==> src/rtl/gcd_pkg.sv <==
// Shared types and defaults for the round-robin arbitrated GCD engine.
package gcd_pkg;

    localparam int GCD_WIDTH   = 8;
    localparam int GCD_NUM_REQ = 4;
    localparam int LAT_W       = 16;

    typedef enum logic [1:0] {
        IDLE = 2'd0,
        BUSY = 2'd1,
        DONE = 2'd2
    } state_t;

endpackage

==> src/rtl/gcd_core.sv <==
// Subtractive GCD datapath: loads x/y, then subtracts one step per cycle until an operand is zero.
// Runs freely after load and holds once zero is reached, so result stays stable for the controller.
module gcd_core
    import gcd_pkg::*;
#(
    parameter int WIDTH = GCD_WIDTH
) (
    input  logic             clk,
    input  logic             rst_n,
    input  logic             load,
    input  logic [WIDTH-1:0] a,
    input  logic [WIDTH-1:0] b,
    output logic             zero,
    output logic [WIDTH-1:0] result
);

    logic [WIDTH-1:0] x_q;
    logic [WIDTH-1:0] y_q;
    logic [WIDTH-1:0] x_d;
    logic [WIDTH-1:0] y_d;

    assign zero   = (x_q == '0) || (y_q == '0);
    assign result = x_q | y_q;

    always_comb begin
        x_d = x_q;
        y_d = y_q;
        if (load) begin
            x_d = a;
            y_d = b;
        end else if (!zero) begin
            if (x_q >= y_q) begin
                x_d = x_q - y_q;
            end else begin
                y_d = y_q - x_q;
            end
        end
    end

    always_ff @(posedge clk) begin
        if (!rst_n) begin
            x_q <= '0;
            y_q <= '0;
        end else begin
            x_q <= x_d;
            y_q <= y_d;
        end
    end

endmodule

==> src/rtl/gcd_arbiter.sv <==
// Round-robin arbiter sharing one GCD engine; ack 1 cycle after grant, done after (steps+1) cycles.
// No backpressure: req is sampled only in IDLE. Define GCD_ARB_CYCLE_CNT_EN to add the lat_cnt output.
module gcd_arbiter
    import gcd_pkg::*;
#(
    parameter int NUM_REQ = GCD_NUM_REQ,
    parameter int WIDTH   = GCD_WIDTH
) (
    input  logic                     clk,
    input  logic                     rst_n,
    input  logic [NUM_REQ-1:0]       req,
    input  logic [NUM_REQ*WIDTH-1:0] a_in,
    input  logic [NUM_REQ*WIDTH-1:0] b_in,
    output logic [NUM_REQ-1:0]       ack,
    output logic [NUM_REQ-1:0]       done,
    output logic [WIDTH-1:0]         gcd_out,
    output logic                     busy
`ifdef GCD_ARB_CYCLE_CNT_EN
    ,
    output logic [LAT_W-1:0]         lat_cnt
`endif
);

    localparam int IDXW = $clog2(NUM_REQ);

    state_t             state_q;
    logic [NUM_REQ-1:0] ack_q;
    logic [NUM_REQ-1:0] done_q;
    logic [WIDTH-1:0]   gcd_q;
    logic               busy_q;
    logic [IDXW-1:0]    last_q;
    logic [IDXW-1:0]    owner_q;

    logic [IDXW-1:0]    cand;
    logic [IDXW-1:0]    win_idx;
    logic               win_found;
    logic [NUM_REQ-1:0] win_oh;
    logic [NUM_REQ-1:0] owner_oh;
    logic [WIDTH-1:0]   a_sel;
    logic [WIDTH-1:0]   b_sel;
    logic               load;
    logic               core_zero;
    logic [WIDTH-1:0]   core_result;

    assign ack     = ack_q;
    assign done    = done_q;
    assign gcd_out = gcd_q;
    assign busy    = busy_q;

    // Search starts one past the last completed owner and wraps once around.
    always_comb begin
        cand      = '0;
        win_idx   = '0;
        win_found = 1'b0;
        for (int k = 1; k <= NUM_REQ; k++) begin
            cand = IDXW'((int'(last_q) + k) % NUM_REQ);
            if (!win_found && req[cand]) begin
                win_found = 1'b1;
                win_idx   = cand;
            end
        end
    end

    always_comb begin
        win_oh   = '0;
        owner_oh = '0;
        a_sel    = '0;
        b_sel    = '0;
        for (int i = 0; i < NUM_REQ; i++) begin
            win_oh[i]   = (win_idx == IDXW'(i));
            owner_oh[i] = (owner_q == IDXW'(i));
            if (win_idx == IDXW'(i)) begin
                a_sel = a_in[i*WIDTH +: WIDTH];
                b_sel = b_in[i*WIDTH +: WIDTH];
            end
        end
    end

    assign load = (state_q == IDLE) && (|req);

    gcd_core #(
        .WIDTH (WIDTH)
    ) u_core (
        .clk    (clk),
        .rst_n  (rst_n),
        .load   (load),
        .a      (a_sel),
        .b      (b_sel),
        .zero   (core_zero),
        .result (core_result)
    );

`ifdef GCD_ARB_CYCLE_CNT_EN
    logic [LAT_W-1:0] cyc_q;
    logic [LAT_W-1:0] lat_q;
    assign lat_cnt = lat_q;
`endif

    always_ff @(posedge clk) begin
        if (!rst_n) begin
            state_q <= IDLE;
            ack_q   <= '0;
            done_q  <= '0;
            gcd_q   <= '0;
            busy_q  <= 1'b0;
            last_q  <= IDXW'(NUM_REQ - 1);
            owner_q <= '0;
`ifdef GCD_ARB_CYCLE_CNT_EN
            cyc_q   <= '0;
            lat_q   <= '0;
`endif
        end else begin
            ack_q  <= '0;
            done_q <= '0;
            case (state_q)
                IDLE: begin
                    if (|req) begin
                        ack_q   <= win_oh;
                        busy_q  <= 1'b1;
                        owner_q <= win_idx;
                        state_q <= BUSY;
`ifdef GCD_ARB_CYCLE_CNT_EN
                        cyc_q   <= '0;
`endif
                    end
                end
                BUSY: begin
                    if (core_zero) begin
                        done_q  <= owner_oh;
                        gcd_q   <= core_result;
                        state_q <= DONE;
`ifdef GCD_ARB_CYCLE_CNT_EN
                        lat_q   <= (cyc_q == '1) ? cyc_q : cyc_q + 1'b1;
`endif
                    end
`ifdef GCD_ARB_CYCLE_CNT_EN
                    else if (cyc_q != '1) begin
                        cyc_q <= cyc_q + 1'b1;
                    end
`endif
                end
                DONE: begin
                    gcd_q   <= '0;
                    busy_q  <= 1'b0;
                    last_q  <= owner_q;
                    state_q <= IDLE;
                end
                default: begin
                    state_q <= IDLE;
                end
            endcase
        end
    end

endmodule

==> config.mk <==
export PLATFORM = sky130hd
export DESIGN_NAME = gcd_arbiter
export DESIGN_NICKNAME = d
export VERILOG_FILES = /design/src/rtl/gcd_pkg.sv /design/src/rtl/gcd_core.sv /design/src/rtl/gcd_arbiter.sv
export SDC_FILE = /design/constraint.sdc
export NUM_CORES = 1
export LEC_CHECK = 0
export BUFFER_PORTS_ARGS = -buffer_cell sky130_fd_sc_hd__clkbuf_2
export CAP_MARGIN = 25
export CORE_MARGIN = 4
export CORE_UTILIZATION = 35
export DETAILED_ROUTE_END_ITERATION = 10
export GPL_ROUTABILITY_DRIVEN = 0
export PLACE_DENSITY_LB_ADDON = 0.15
export SLEW_MARGIN = 25
export SYNTH_ARGS = -nofsm -noshare
export SYNTH_HDL_FRONTEND = slang
export SYNTH_SLANG_ARGS = --single-unit
==> constraint.sdc <==
create_clock -name clk -period 4.65 [get_ports clk]
set_input_delay 0.6975 -clock clk [delete_from_list [all_inputs] [get_ports clk]]
set_output_delay 0.6975 -clock clk [all_outputs]
set_load 0.05 [all_outputs]
==> results.cfg <==
[setup_path]
crit_fanout = 15
cp.required_ns = 4.81
critical_path_arrival_ns = 2.85
max_stage_delay_ns = 0.59
crit_path_start = u_core.y_q[5]
crit_end = u_core.y_q[5]
rrSetupSlack_ns = 1.95
reg2regPathDepth = 8
cp_cell_sequence = inv_1 -> ha_1 -> and2b_2 -> a21oi_2 -> o211ai_2 -> and3b_1 -> and4_1 -> o32ai_2
start_kind = register
worst-setup-path-type = register to register
r2r-start = u_core.y_q[5]
critPathSlowestCell = ha_1
r2r_end = u_core.y_q[5]
endpoint_kind = register

[global_routing]
grt_pass1_vias = 2540
grt_pass1_wl_um = 12600
antenna_found_initial = 0
grt_max_degree = 38
globalRouteTotalUtil = 0.156
grt-ovfl-total = 0

[timing]
clock_skew_ns = 0.00829
hold_viol = 0
fmax_ghz = 0.371
hold_slack_ns = 0.468
worst_pin_slew_ns = 0.636
timing.final.crit_share = 0.580
fin_tns_setup_ns = 0
period_needed_ns = 2.70
slew_headroom = 0.575
rsz0062_at_grt = false
final-max-slew-violation-count = 0
setup_viol = 0

[die]
rows = 33
dieArea_um2 = 10200
initial_core_util = 0.364
die_w_um = 101
ios = 87
die_h_um = 101
core_um2 = 8300

[clocking]
clk_latency_ns = 0.30
clockBufferDepth = 2
numCtsBuffers = 5
clock-sinks = 39
cts_root_buf = clkbuf_8
holdBufCountCts = 0
cts-htree-levels = 2
cts_tree = done
post_cts_resized = 0
post_cts_buffers = 0
path_clk_slew_ns = 0.08

[yosys]
synthAdderAreaFrac = 0.108
synth-seq-area-share = 0.258
synth-async-reset-ratio = 0
synth-compound-area-share = 0.148
yosys.area.top_type = dfxtp_1
yosys_warnings = 0
synth_top_family_by_area = multiplexers
synth.distinct_cells = 66
synth_area_um2 = 3020
synth_area_leaders = dfxtp_1 26%, mux2i_1 17%, ha_1 9.5%, mux2_2 4.8%, inv_1 2.5%
synth.area.mux_share = 0.221
synth_seq_cells = 39
synth_cells = 309
synthFlopType = dfxtp_1
yosysTopAreaCellShare = 0.258
synth_edf_count = 0
yosys.area_share.simple = 0.157
synthXorXnorAreaFrac = 0.0261
avgSynthCellArea_um2 = 9.79
synth_fp_nets = 404

[cells_and_area]
stdcell_area_um2 = 3570
drive_gt1_frac = 0.334
layout.cells.non_filler = 494
final_cell_mix = 86 x clkbuf_2, 51 x mux2i_1, 39 x dfxtp_1
n_antenna_cell = 0
utilization = 0.430
nNetsFinal = 483
final_common_cell = clkbuf_2
syn_to_final_growth_pct = 17.9
fill_cells = 841

[placement]
portBuffers = 86
dp.final_hpwl_um = 6050
dp.cells = 486
dpl_cell_area_um2 = 3450

[drt]
firstDrtPassIters = 4
drc = 0
drtAntennaViolNets = 0
drt_iter0_markers = 54
route.met2.wl_um = 3860
highest_layer = met4
vias = 2482
wl_met1_um = 3400
wl_met3_um = 322
viasPerCell = 5.02
avgRoutedWirePerCell_um = 15.6
wirelength_um = 7700

[pwr]
pwr-share-seq = 0.202
pwr-share-comb = 0.686
leakagePower_nw = 1.75
switchingPower_mw = 1.25
ir_drop_v = 0.000305
p_int_mw = 1.36
p_clk_frac = 0.112
power.density_nw_per_um2 = 733
swShare = 0.480

[outcome]
status = complete, no violations

[worst_hold_path]
hp-class = register to register

[run]
max_cap_viol_count = 0
state kept, by name, indices dropped and copies added, names as in the netlist:
name        flops
ack             4
busy            1
done            4
gcd_out         8
last_q          2
owner_q         2
state_q         2
u_core.x_q      8
u_core.y_q      8
routing by layer:
layer,global-route usage,up-vias
li1,-,1276
met5,0,-
met1,0.197,1150
met4,0.0460,0
met2,0.268,47
met3,0.0277,9
layout make-up:
| class | instances | area (um^2) | area share |
|---|---|---|---|
| multi-input combinational | 232 | 2010 | 0.565 |
| sequential | 39 | 781 | 0.219 |
| timing repair buffer | 88 | 445 | 0.125 |
| tap | 105 | 131 | 0.0368 |
| inverter | 22 | 82.6 | 0.0232 |
| clock buffer | 5 | 68.8 | 0.0193 |
| clock inverter | 3 | 43.8 | 0.0123 |
critical path, delay by kind of cell, from the launching register on:
kind            cells  cell delay, ns
simple gates        3            1.11
fa+ha+maj           1            0.59
flops               1            0.39
compound gates      3            0.38
buf+inv             1            0.08
power by group through the flow:
| stage | Sequential (mW) | Combinational (mW) | Clock (mW) |
|---|---|---|---|
| CTS | 0.526 | 1.81 | 0.302 |
| global placement | 0.532 | 1.79 | 0 |
| global route | 0.543 | 1.96 | 0.315 |
| floorplan | 0.593 | 1.41 | 0 |
| finish | 0.527 | 1.79 | 0.293 |
| detailed placement | 0.532 | 1.79 | 0 |
cell families after synthesis:
kind of cell / count (synthesis)
adders and majority gates: 25
and+or+nand+nor: 81
muxes: 65
buffers and inverters: 38
xor gates and xnor gates: 9
AOI/OAI and AO/OA: 52
DFF: 39
stage by stage:
step | worst slack [ns] | power (mW)
floorplan | 2.39 | 2.01
global placement | 2.09 | 2.32
detailed placement | 2.04 | 2.33
CTS | 2.00 | 2.63
global route | 1.81 | 2.82
finish | 1.95 | 2.61
worst min-delay path by stage:
stage	endpoint	slack [ns]	start	cells past startpoint
floorplan	last_q[0]	0.46	last_q[0]	2
global placement	gcd_out[2]	0.45	gcd_out[2]	1
CTS	gcd_out[0]	0.47	gcd_out[0]	1
finish	gcd_out[0]	0.47	gcd_out[0]	1
detailed placement	gcd_out[0]	0.45	gcd_out[0]	1
global route	gcd_out[5]	0.50	gcd_out[5]	1
synthesized netlist by cell type (all sizes together) (2+ instances only):
cell type  instances
mux2i             51
dfxtp             39
ha                23
inv               21
nand2             15
nor2              15
mux2              14
buf               11
o22ai             11
a21oi              8
nand2b             8
nor3               8
nor4               8
o2bb2ai            8
xnor2              6
clkbuf             5
and2               4
nor2b              4
nor3b              3
o211a              3
o21ai              3
xor2               3
a211o              2
a221oi             2
a22o               2
and2b              2
and3               2
fa                 2
nand3              2
o211ai             2
o21bai             2
o221ai             2
o32ai              2
or2                2
or4                2
Power figures use the tool's default switching activity.
